## src/rtl/stopwatch_ctrl.sv

```systemverilog
// Stopwatch controller: run/stop/lap/clear FSM, a BCD mm:ss.cc counter
// advanced by the 10 ms tick, a freezable display register, a sticky
// wrap flag and the run/phase-reset controls for the tick generator.
// Every output comes straight from a flop.
module stopwatch_ctrl #(
  parameter int MIN_MAX = 59  // highest minute count, binary, 1..99
) (
  input  logic       iCLK,
  input  logic       iRESET,
  input  logic       iGEN_10MS,
  input  logic       iSTART_STOP,
  input  logic       iLAP_CLR,
  output logic       oCK_RUN,
  output logic       oCK_RST,
  output logic [7:0] oCSEC,
  output logic [7:0] oSEC,
  output logic [7:0] oMIN,
  output logic       oLAP_HOLD,
  output logic [1:0] oSTATE,
  output logic       oOVF
);

  typedef enum logic [1:0] {
    IDLE = 2'b00,
    RUN  = 2'b01,
    STOP = 2'b10,
    LAP  = 2'b11
  } state_e;

  // MIN_MAX re-encoded as two BCD digits so it compares directly against
  // the minute counter.
  localparam logic [7:0] MIN_MAX_BCD = 8'(((MIN_MAX / 10) * 16) + (MIN_MAX % 10));

  // Increment a two-digit BCD value; the caller handles the wrap point.
  function automatic logic [7:0] bcd_inc(input logic [7:0] v);
    if (v[3:0] == 4'd9) return {v[7:4] + 4'd1, 4'd0};
    else                return {v[7:4], v[3:0] + 4'd1};
  endfunction

  state_e     state_q, state_d;
  logic [7:0] cs_q, cs_d, sec_q, sec_d, min_q, min_d;
  logic [7:0] disp_cs_q, disp_cs_d, disp_sec_q, disp_sec_d, disp_min_q, disp_min_d;
  logic       ovf_q, ovf_d;
  logic       ck_run_q, ck_run_d;
  logic       ck_rst_q, ck_rst_d;
  logic       lap_hold_q, lap_hold_d;

  // Start/stop wins a same-cycle collision, so lap/clear is masked by it.
  logic start_cmd, lap_cmd, clear_evt, counting;
  assign start_cmd = iSTART_STOP;
  assign lap_cmd   = iLAP_CLR & ~iSTART_STOP;
  assign clear_evt = (state_q == STOP) && lap_cmd;
  // Gated on the registered state: a tick alongside a stop is still counted.
  assign counting  = iGEN_10MS && ((state_q == RUN) || (state_q == LAP));

  // State and datapath registers with synchronous reset.
  always_ff @(posedge iCLK) begin
    // NOTE: non-blocking assignments keep every flop sampling pre-edge values,
    // so the order of statements in this block does not matter.
    if (iRESET) begin
      state_q    <= IDLE;
      cs_q       <= 8'h00;
      sec_q      <= 8'h00;
      min_q      <= 8'h00;
      disp_cs_q  <= 8'h00;
      disp_sec_q <= 8'h00;
      disp_min_q <= 8'h00;
      ovf_q      <= 1'b0;
      ck_run_q   <= 1'b0;
      ck_rst_q   <= 1'b1;
      lap_hold_q <= 1'b0;
    end else begin
      state_q    <= state_d;
      cs_q       <= cs_d;
      sec_q      <= sec_d;
      min_q      <= min_d;
      disp_cs_q  <= disp_cs_d;
      disp_sec_q <= disp_sec_d;
      disp_min_q <= disp_min_d;
      ovf_q      <= ovf_d;
      ck_run_q   <= ck_run_d;
      ck_rst_q   <= ck_rst_d;
      lap_hold_q <= lap_hold_d;
    end
  end

  // Next-state logic for the run/stop/lap/clear FSM.
  always_comb begin
    // NOTE: assigning a default before the case means no path leaves state_d
    // unassigned, so no latch is inferred.
    state_d = state_q;
    unique case (state_q)
      IDLE: if (start_cmd) state_d = RUN;
      RUN:  if (start_cmd) state_d = STOP; else if (lap_cmd) state_d = LAP;
      LAP:  if (start_cmd) state_d = STOP; else if (lap_cmd) state_d = RUN;
      STOP: if (start_cmd) state_d = RUN;  else if (lap_cmd) state_d = IDLE;
      default: state_d = IDLE;
    endcase
  end

  // FSM outputs, computed from the next state so the flops present them
  // in the same cycle the state code changes.
  always_comb begin
    ck_run_d   = (state_d == RUN) || (state_d == LAP);
    ck_rst_d   = clear_evt;
    lap_hold_d = (state_d == LAP);
  end

  // Live BCD counter, wrap flag and display register.
  always_comb begin
    cs_d       = cs_q;
    sec_d      = sec_q;
    min_d      = min_q;
    ovf_d      = ovf_q;
    disp_cs_d  = disp_cs_q;
    disp_sec_d = disp_sec_q;
    disp_min_d = disp_min_q;

    if (clear_evt) begin
      cs_d  = 8'h00;
      sec_d = 8'h00;
      min_d = 8'h00;
      ovf_d = 1'b0;
    end else if (counting) begin
      if (cs_q == 8'h99) begin
        cs_d = 8'h00;
        if (sec_q == 8'h59) begin
          sec_d = 8'h00;
          if (min_q == MIN_MAX_BCD) begin
            min_d = 8'h00;
            ovf_d = 1'b1;
          end else begin
            min_d = bcd_inc(min_q);
          end
        end else begin
          sec_d = bcd_inc(sec_q);
        end
      end else begin
        cs_d = bcd_inc(cs_q);
      end
    end

    // The display tracks the live counter except while staying in LAP; the
    // entry edge still loads (capturing the entry-cycle value) and the exit
    // edge loads so the display is live again on the following cycle.
    if (!((state_q == LAP) && (state_d == LAP))) begin
      disp_cs_d  = cs_d;
      disp_sec_d = sec_d;
      disp_min_d = min_d;
    end
  end

  assign oCK_RUN   = ck_run_q;
  assign oCK_RST   = ck_rst_q;
  assign oCSEC     = disp_cs_q;
  assign oSEC      = disp_sec_q;
  assign oMIN      = disp_min_q;
  assign oLAP_HOLD = lap_hold_q;
  assign oSTATE    = state_q;
  assign oOVF      = ovf_q;

endmodule

```

## config.mk

```make
export PLATFORM = sky130hd
export DESIGN_NAME = stopwatch_ctrl
export DESIGN_NICKNAME = d
export VERILOG_FILES = /design/src/rtl/stopwatch_ctrl.sv
export SDC_FILE = /design/constraint.sdc
export NUM_CORES = 1
export LEC_CHECK = 0
export ABC_AREA = 1
export CAP_MARGIN = 25
export CORE_ASPECT_RATIO = 1.1
export CORE_MARGIN = 3
export CORE_UTILIZATION = 29
export CTS_BUF_LIST = sky130_fd_sc_hd__clkbuf_2 sky130_fd_sc_hd__clkbuf_4 sky130_fd_sc_hd__clkbuf_8
export CTS_CLUSTER_SIZE = 24
export DETAILED_ROUTE_END_ITERATION = 12
export PLACE_DENSITY = 0.56
export SLEW_MARGIN = 20
export SYNTH_ARGS = -nofsm -noshare
export SYNTH_HDL_FRONTEND = slang
export SYNTH_SLANG_ARGS = --single-unit
```

## constraint.sdc

```tcl
create_clock -name iCLK -period 1.9 [get_ports iCLK]
set_input_delay 0.19 -clock iCLK [delete_from_list [all_inputs] [get_ports iCLK]]
set_output_delay 0.19 -clock iCLK [all_outputs]
set_load 0.03 [all_outputs]
```

==> summary.txt <==
Place WS = 140 ps
Residual DRC = 0
Yosys reg bits = 53
worst-margin pin slew = 328 ps
CTS buffer count = 5
post-route cell area = 3050 um2
post-synthesis cell type count = 29
setup TNS = 0 ps
Power Total = 1.88 mW
worst path arrival time = 1970 ps
largest area contributor in the netlist = dfxtp_1
post-cts sizing count = 0
Crit path required time = 2140 ps
root buf cell = clkbuf_8
cell count after synthesis = 314
outcome = completed
number of global-route vias before repair = 2003
P_leak = 1.25 nW
clock slew at reported path FFs = 100 ps
crit start category = flip-flop
Seq/Total Area, Yosys = 0.433
maximum clock rate = 576 MHz
top_reg_cell synth = dfxtp_1
Avg Inst Size Synth = 7.80 um2
final setup fails = 0
port bufs = 34
post-DP HPWL = 4260 um
Boundary Pins = 35
vias = 2085
Max clock buf depth = 2
Worst Setup End Kind = flip-flop
setup bufs post-CTS = 0
TritonCTS clock tree = done
Synth Net Count = 331
CP delay by family, top = simple AND/OR/NAND/NOR gates
H-tree Lvls = 2
Final ANT Viol Nets = 0
CP max FO = 8
Initial DRC Count = 77
Crit Path Class = flip-flop to flip-flop
non-filler cells, final = 466
unrepaired setup endpoints after global routing = no
Routed Wire Length = 5530 um
Placement Cell Area = 2970 um2
DR WL/cell = 11.9 um
crit path buf inv count = 2
GR Overflow Total = 0
Layout area overhead = 24.6%
clock sinks = 53
DR pass1 iterations = 4
top cells by area, synth = dfxtp_1 (43%), nand2_1 (9.2%), ha_1 (6.1%)
Core Footprint = 8080 um2
PnR worst setup slack = 163 ps
clk_lat worst skew = 300 ps
first-pass GRT wire length = 9500 um
Final Max Slew Viols = 0
gr usage total = 0.123
synthesized cell area = 2450 um2
hold buffer count at CTS = 0
final hold vios = 0
yosys warns = 0
NumNets Final = 374
DIE HEIGHT = 102 um
hold_ws = 451 ps
Final Util = 0.378
top cell type's share of synthesized area = 0.433
period utilization = 0.914
Final Skew = 5.12 ps
CP cell instances = inv_1, ha_1, nand3_2, inv_2, nand2_8, nor2_1, nor2_2, nand3_1, a21oi_1
proportion of layout cells with a drive suffix above 1 = 0.126
Die W = 93.6 um
number of synthesized flops with an enable pin = 0
Worst VDD drop = 351 uV
PwrDens = 616 nW/um2
GPL Wtd Cong = 0.828
die area = 9590 um2
worst min path class = flip-flop to flip-flop
Initial Util = 0.303
worst rel slew slack = 0.781
largest net degree at the start of global routing = 21
Rows = 34
initial antenna violation count = 0
Ant. Diodes = 0
via density per instance = 4.47
Post-synth ARST share = 0
slowest CP cell = dfxtp_1
Max Cap Violations = 0
DP Cell Count = 458
crit-path max cell delay = 410 ps
min Tclk post-route = 1740 ps
[cells in the final DEF (no fill, tap or decap)]
cell             instances
nand2_8                  1
clkinv_2                 2
nor2_1                  40
buf_4                   10
o21ai_1                  8
clkbuf_8                 5
nor2_2                   4
clkdlybuf4s50_1         34
nand2_4                  2
nand4_1                  6
inv_2                    7
or2_2                    2
xor2_2                   1
o21ai_0                 21
nor2_4                   2
o21bai_1                 2
clkinvlp_4               1
dfxtp_1                 53
nand3_4                  1
inv_1                   22
ha_1                    12
xnor2_1                  3
nand3_1                 29
o211ai_1                 1
a21oi_1                 16
nand2_1                 60
nor2_8                   3
nor3_1                   5
nand2_2                  2
xor2_1                   1
nand3_2                  2
[cell families after synthesis]
family / share of synthesized area
buffers and inverters: 0.0587
AND/OR/NAND/NOR: 0.325
adder cells (fa/ha/maj): 0.0613
AO/OA/AOI/OAI: 0.101
flip-flops: 0.433
XOR/XNOR: 0.0209
[synth_stat cells (2+ instances only)]
| master | n |
|---|---|
| a21oi_1 | 16 |
| clkbuf_1 | 6 |
| dfxtp_1 | 53 |
| ha_1 | 12 |
| inv_1 | 22 |
| inv_2 | 7 |
| nand2_1 | 60 |
| nand2_2 | 2 |
| nand2_4 | 2 |
| nand3_1 | 29 |
| nand3_2 | 2 |
| nand4_1 | 6 |
| nor2_1 | 40 |
| nor2_2 | 4 |
| nor2_4 | 2 |
| nor2_8 | 3 |
| nor3_1 | 5 |
| o21ai_0 | 21 |
| o21ai_1 | 8 |
| o21bai_1 | 2 |
| or2_2 | 2 |
| xnor2_1 | 3 |
[registers in the layout, indices dropped and copies added, names as in the netlist]
signal,count
cs_q,8
oCK_RUN,1
oMIN,8
oLAP_HOLD,1
oCK_RST,1
oSEC,8
oSTATE,1
min_q,8
oCSEC,8
oOVF,1
sec_q,8
[layout make-up]
class | count | area [um2]
Fill cell | 867 | 5030
Multi-Input combinational cell | 224 | 1240
Sequential cell | 53 | 1060
Timing Repair Buffer | 44 | 415
Tap cell | 108 | 135
Inverter | 29 | 109
Clock buffer | 5 | 68.8
Clock inverter | 3 | 17.5
[worst register-to-register path, stage by stage (launching register included)]
cell and delay, ps:
dfxtp_1 410, inv_1 60, ha_1 180, nand3_2 160, inv_2 110, nand2_8 140
nor2_1 70, nor2_2 210, nand3_1 170, a21oi_1 160
[routing by layer]
layer,up-vias,wire length (um),track usage
met5,-,0,0
met2,45,2560,0.202
met4,0,48,0.0378
met3,5,245,0.0302
met1,928,2670,0.159
li1,1107,-,-
[power by group]
| group | internal [mW] | total [mW] | switching, mW | leakage [nW] |
|---|---|---|---|---|
| Combinational | 0.0479 | 0.126 | 0.0778 | 0.775 |
| Clock | 0.255 | 0.622 | 0.367 | 0.0439 |
| Sequential | 1.12 | 1.13 | 0.0101 | 0.428 |
[path summary, 6_finish.rpt]
path | start | to | slack, ps | cells past startpoint
max | cs_q[5]$_SDFF_PP0_ | oMIN[7]$_SDFFE_PP0N_ | 160 | 9
min reg2reg | oMIN[4]$_SDFFE_PP0N_ | oMIN[4]$_SDFFE_PP0N_ | 450 | 2
max reg2reg | cs_q[5]$_SDFF_PP0_ | oMIN[7]$_SDFFE_PP0N_ | 160 | 9
min | oMIN[4]$_SDFFE_PP0N_ | oMIN[4]$_SDFFE_PP0N_ | 450 | 2
Note: power is estimated with default switching activity, not from simulation.
